===== src/rtl/cache_mem_arbiter.sv =====
// cache_mem_arbiter: round-robin arbiter sharing one Wishbone memory port between icache and dcache
module cache_mem_arbiter #(
    parameter int ADDR_W = 32,
    parameter int LINE_W = 256
) (
    input  logic              clk,
    input  logic              rst,
    input  logic              i_cyc,
    input  logic              i_stb,
    input  logic              i_we,
    input  logic [ADDR_W-1:0] i_addr,
    input  logic [LINE_W-1:0] i_wdata,
    output logic              i_ack,
    output logic              i_rty,
    input  logic              d_cyc,
    input  logic              d_stb,
    input  logic              d_we,
    input  logic [ADDR_W-1:0] d_addr,
    input  logic [LINE_W-1:0] d_wdata,
    output logic              d_ack,
    output logic              d_rty,
    output logic [LINE_W-1:0] rdata,
    output logic              mem_cyc,
    output logic              mem_stb,
    output logic              mem_we,
    output logic [ADDR_W-1:0] mem_addr,
    output logic [LINE_W-1:0] mem_wdata,
    input  logic [LINE_W-1:0] mem_rdata,
    input  logic              mem_ack,
    input  logic              mem_rty
);
    typedef enum logic [1:0] {IDLE, GNT_I, GNT_D} state_t;
    state_t state;
    logic last_gnt;
    logic req_i, req_d, gi, gd;
    assign req_i = i_cyc & i_stb;
    assign req_d = d_cyc & d_stb;
    assign gi = state == GNT_I;
    assign gd = state == GNT_D;
    assign rdata = mem_rdata;
    // Grant in IDLE (tie goes to the port that did not win last); release on ack, retry or abort
    always_ff @(posedge clk) begin
        if (rst) begin
            state    <= IDLE;
            last_gnt <= 1'b0;
        end else begin
            case (state)
                IDLE:    state <= (req_i & req_d) ? (last_gnt ? GNT_I : GNT_D) :
                                  req_i ? GNT_I : req_d ? GNT_D : IDLE;
                GNT_I:   if (mem_ack | mem_rty | ~req_i) begin
                             state    <= IDLE;
                             last_gnt <= 1'b0;
                         end
                GNT_D:   if (mem_ack | mem_rty | ~req_d) begin
                             state    <= IDLE;
                             last_gnt <= 1'b1;
                         end
                default: state <= IDLE;
            endcase
        end
    end
    // Route the granted port to memory and completion back to it; ack overrides retry
    always_comb begin
        mem_cyc   = (gi & i_cyc) | (gd & d_cyc);
        mem_stb   = (gi & i_stb) | (gd & d_stb);
        mem_we    = (gi & i_we)  | (gd & d_we);
        mem_addr  = gi ? i_addr  : gd ? d_addr  : '0;
        mem_wdata = gi ? i_wdata : gd ? d_wdata : '0;
        i_ack     = gi & mem_ack;
        d_ack     = gd & mem_ack;
        i_rty     = gi & mem_rty & ~mem_ack;
        d_rty     = gd & mem_rty & ~mem_ack;
    end
endmodule


===== config.mk =====
export PLATFORM = sky130hd
export DESIGN_NAME = cache_mem_arbiter
export DESIGN_NICKNAME = d
export VERILOG_FILES = /design/src/rtl/cache_mem_arbiter.sv
export SDC_FILE = /design/constraint.sdc
export NUM_CORES = 1
export LEC_CHECK = 0
export CORE_AREA = 4 4 534 536
export CTS_CLUSTER_SIZE = 40
export DETAILED_ROUTE_END_ITERATION = 8
export DIE_AREA = 0 0 538 540
export RECOVER_POWER = 50
export SYNTH_ARGS = -nofsm -noshare
export SYNTH_HDL_FRONTEND = slang
export SYNTH_SLANG_ARGS = --single-unit

===== constraint.sdc =====
create_clock -name clk -period 2 [get_ports clk]
set_input_delay 0.4 -clock clk [delete_from_list [all_inputs] [get_ports clk]]
set_output_delay 0.4 -clock clk [all_outputs]
set_load 0.01 [all_outputs]

* After elaboration in Yosys (flattened, before gate mapping)
Cells that the tools add are included.
** Word-level totals
- Output and inout port bits :: 551
- Logic and storage cells :: 48
- Register bits after elaboration :: 3
** Cells by class
- Bitwise logic cells :: 24
- Muxes and demuxes :: 14
- Equal/unequal tests :: 4
- Reduce and logical (&&, ||, !) cells :: 4
** Operators with widths (number)
- two-way mux 256 bit :: 2
- two-way mux 32 bit :: 2
- bitwise AND 1 bit :: 15
- two-way mux 2 bit :: 6
- OR 1 bit :: 6
- one-hot mux 2 bit (3 select lines) :: 1
- inequality test 2 x 1 -> 1 bit, second input constant :: 2
- NOT 1 bit :: 3
- AND reduction 3 bit :: 1
- equality test 2 x 1 -> 1 bit, second input constant :: 1
- equality test 2 bit, second input constant :: 1
- zero test 2 bit :: 1
- two-way mux 1 bit :: 2
- one-hot mux 1 bit (2 select lines) :: 1
- AND reduction 2 bit :: 1
- nonzero test 2 bit :: 1

* Longest topological paths before layout
- Depth after elaboration :: 5
- Gate-level depth with buffers :: 5
- Depth with buffers taken out :: 3

* Worst setup path before layout
OpenSTA, ideal clock, no wires.
- Path type :: reg-to-output
- From :: reg state[0]
- To :: out mem_addr[10]
- Arrival :: 1.124 ns
- Stages on the path, launching flop included :: 6
- Slack :: 0.476 ns
- Path through :: dfxtp_1 -> nor2b_1 -> buf_6 -> buf_12 -> buf_8 -> a22o_1
** Between the ends
- Cells in the longest elaborated chain, start to end :: 3
- Elaborated cells on any way between the ends :: 4
** Ends and longest elaborated chain
- from (decl) :: line 33 : state_t state;
- from (signal assigned) :: line 48 : IDLE: state <= (req_i & req_d) ? (last_gnt ? GNT_I : GNT_D) :
- equality test 2 bit :: line 39 : assign gd = state == GNT_D;
- two-way mux 32 bit :: line 67 : mem_addr = gi ? i_addr : gd ? d_addr : '0;
- two-way mux 32 bit * :: line 67
- to (decl) :: line 26 : output logic [ADDR_W-1:0] mem_addr,
Every way passes the cells marked *; elsewhere a longest branch is shown, timed or not.

* Final worst setup path
- From :: reg state[0]
- To :: out mem_wdata[107]
** Between the ends
- Cells in the longest elaborated chain, start to end :: 3
- Elaborated cells on any way between the ends :: 4
** Ends and longest elaborated chain
- equality test 2 bit :: line 39
- two-way mux 256 bit :: line 68 : mem_wdata = gi ? i_wdata : gd ? d_wdata : '0;
- two-way mux 256 bit * :: line 68
- to (decl) :: line 27 : output logic [LINE_W-1:0] mem_wdata,
Marks and branches as above.

==> summary.txt <==
Timing
  – Fin crit share: 1.112
  – RSZ-0062 raised after global routing: yes
  – Max Clk Rate: 449.7 MHz
  – Fin. Hold Viols: 0
  – TNS Setup: -30.09 ns
  – Worst setup margin: -0.2237 ns
  – Layout Skew: 0.001615 ns
  – Final min period: 2.224 ns
  – Final number of setup-violating endpoints: 270
  – Max Transition Viols Final: 0
  – Slew margin rel.: 0.7930
  – Least-Margin Pin Slew: 0.3076 ns

Worst setup path
  – CP most frequent cell: buf_12
  – Reg2reg end: last_gnt
  – Startpoint Class: flop
  – Nature of the critical path endpoint: output port
  – Max incr delay on CP: 0.31 ns
  – CP required: 1.60 ns
  – CP Data Arrival Time: 1.82 ns
  – Reg2reg start: state[0]
  – Cells on worst reg2reg path: 5
  – Crit-path max FO: 20
  – Critical Path Slowest Stage Cell: dfxtp_2
  – Reg-to-reg slack, setup: 0.59 ns
  – Crit path kind: reg -> out
  – CP startpoint: state[0]
  – Crit-path cells: nor2b_4, buf_12, buf_12, clkbuf_16, buf_16, a22o_4, buf_12

Worst hold path
  – Hold Path End: state[0]
  – Worst hold stages: 2
  – Hold path start: state[1]
  – Worst Hold Class: reg -> reg

Synthesis
  – XOR/XNOR share of the synthesized area: 0
  – Synth warnings: 0
  – Synthesized cell area: 0.005328 mm²
  – Synth Area in Compound Gates: 0.4843
  – Post-synthesis register bit count: 3
  – Largest family of logic cells by synthesized area: buffers and inverters
  – Mapped Avg Cell Area: 8.350 µm²
  – Mux share of post-synthesis cell area: 0
  – Synthesized net count: 1480
  – Distinct cells, synth: 20
  – Sequential area share after synthesis: 0.01127
  – Synth Instances: 638
  – Simple-gate share of the synthesized area: 0.01832
  – Adder-cell share of the synthesized area: 0

Global route
  – First-pass GRT wire length: 279400 µm
  – GRT Residual Overflow: 0
  – Tot GR Track Use: 0.1677
  – Vias in the first global route: 9704
  – Antenna violations before repair: 282
  – Largest net degree at the start of global routing: 40

Final layout
  – Most frequent cells in the layout: clkdlybuf4s50_1, buf_12, a22o_1, buf_6, a22o_4
  – Final #Nets: 2214
  – Final core occ: 0.07692
  – Area grow syn2layout: 305.4%
  – Footprint of the multi-input gates: 0.003705 mm²
  – Commonest non-fill, non-tap cell in the layout: clkdlybuf4s50_1
  – Layout cell share with drive strength beyond 1: 0.4274
  – Register Area: 62.56 µm²
  – FILL cells: 32630

Clock tree
  – CTS H-Tree Depth: 1
  – CTS Buf Count: 3
  – Clock latency on the worst-skew pair: 0.23 ns
  – # hold bufs at CTS: 0
  – Clk slew on worst S/H paths: 0.03 ns
  – TritonCTS clock tree: yes
  – Clk sinks: 3
  – CTS root buffer: clkbuf_16
  – Worst-case clock buffer depth: 2

Run status
  – Failing checks: negative setup slack
  – Run status: finished with violations

Drt
  – Antenna viol nets, final: 0
  – Avg WL per Cell: 50.17 µm
  – DRT iter0 DRCs: 388
  – DR DRC count: 0
  – Vias per std cell: 2.015
  – Total wire length: 257500 µm
  – Via Count: 10350
  – First-pass iteration count of the detailed router: 4

Power and ir drop
  – Lkg Pwr: 7.537 nW
  – Pwr dens: 212.4 mW/mm²
  – Maximum vdd drop: 0.0001867 V

Die
  – Initial Util: 0.01897
  – Die Y: 540 µm
  – Die X: 538 µm
  – Core region area: 0.2808 mm²
  – Row count: 195
  – Die area: 0.2905 mm²
  – # IOs: 1393

Placement
  – HPWL after DPL: 244100 µm
  – Placer Congestion: 0.8258
  – PortBufs: 880

Job
  – Max-cap violations: 0
through the flow:
| step | cells | hold slack, ns | worst slack [ns] | cell area [µm²] | power (mW) |
|---|---|---|---|---|---|
| final | 5133 | 0.5970 | -0.2237 | 21600 | 4.589 |
| after global routing | 5122 | 0.6122 | -0.2768 | 21570 | 4.838 |
| after CTS | 5078 | 0.5957 | -0.3688 | 20520 | 4.461 |
| after detailed placement | 5008 | 0.6569 | -0.2663 | 18580 | 3.711 |
| after global placement | 5008 | 0.5897 | -0.2335 | 18580 | 3.693 |
| after floorplan | 638 | 0.4771 | 0.4765 | 5328 | 1.252 |
area by class of cell:
class                   instances  share of cell area
multi-input cells             313              0.1715
diodes                         19            0.002201
well taps                    3743              0.2168
repair buffers               1051              0.6029
clock buffers                   4            0.003649
flip-flops and latches          3            0.002896
how the worst max path moves through the flow:
stage | depth (start not counted) | end | slack (ns)
3_3_place_gp | 6 | mem_wdata[96] | -0.23
5_1_grt | 9 | mem_wdata[251] | -0.28
6_report | 7 | mem_wdata[107] | -0.22
3_5_place_dp | 6 | mem_wdata[96] | -0.27
2_1_floorplan | 5 | mem_addr[10] | 0.48
4_1_cts | 10 | mem_wdata[118] | -0.37
synthesized netlist by cell type:
| library cell | instances | share of area |
|---|---|---|
| nor2_1 | 2 | 0.0014 |
| a22o_1 | 291 | 0.48 |
| nor2b_1 | 2 | 0.0023 |
| nand3_1 | 1 | 0.00094 |
| buf_2 | 22 | 0.021 |
| dfxtp_1 | 3 | 0.011 |
| nand2b_1 | 2 | 0.0023 |
| clkbuf_4 | 1 | 0.0014 |
| o31ai_1 | 1 | 0.0014 |
| buf_8 | 21 | 0.059 |
| a311oi_1 | 1 | 0.0016 |
| buf_6 | 12 | 0.025 |
| or3_1 | 1 | 0.0012 |
| and2_1 | 2 | 0.0023 |
| buf_4 | 264 | 0.37 |
| nand2_1 | 2 | 0.0014 |
| buf_12 | 2 | 0.0075 |
| o21ai_0 | 3 | 0.0028 |
| nor4_1 | 3 | 0.0035 |
| nor3b_1 | 2 | 0.0028 |
flip-flops by register name (all words and copies together), names as in the netlist:
register  count
state         2
last_gnt      1
power by group:
group	internal (mW)	switching, mW	total (mW)
Clock	0.264	0.0606	0.324
Combinational	2.51	1.69	4.20
Sequential	0.0637	0.00314	0.0668
Total	2.84	1.75	4.59
metal layers:
layer / track usage / vias up / share of wire / wire length, µm
met3: 0.2109 / 537 / 0.28 / 71190
met4: 0.02779 / 58 / 0.027 / 7060
met1: 0.1353 / 4406 / 0.27 / 69930
met2: 0.2577 / 1620 / 0.42 / 108900
li1: - / 3724 / - / -
met5: 0 / - / 0.0014 / 372
logic make-up (layout without fill, tap and decap cells):
group | count (synthesis) | after routing
AOI/OAI and AO/OA | 296 | 296
DFF | 3 | 3
other | 0 | 19
and+or+nand+nor | 17 | 17
buffers and inverters | 322 | 1055
worst max-delay path, delay by kind of cell (launching register included):
family	cells	cell delay, ns
AOI/OAI and AO/OA	1	0.29
and+or+nand+nor	1	0.13
buffers and inverters	5	0.79
DFF	1	0.31
repair_timing:
action,4_1_cts,5_1_grt
cloned,17,18
setup endpoints to repair,284,288
resized for setup,605,305
pin swaps,12,48
setup buffers,49,41
Power figures use the tool's default switching activity.
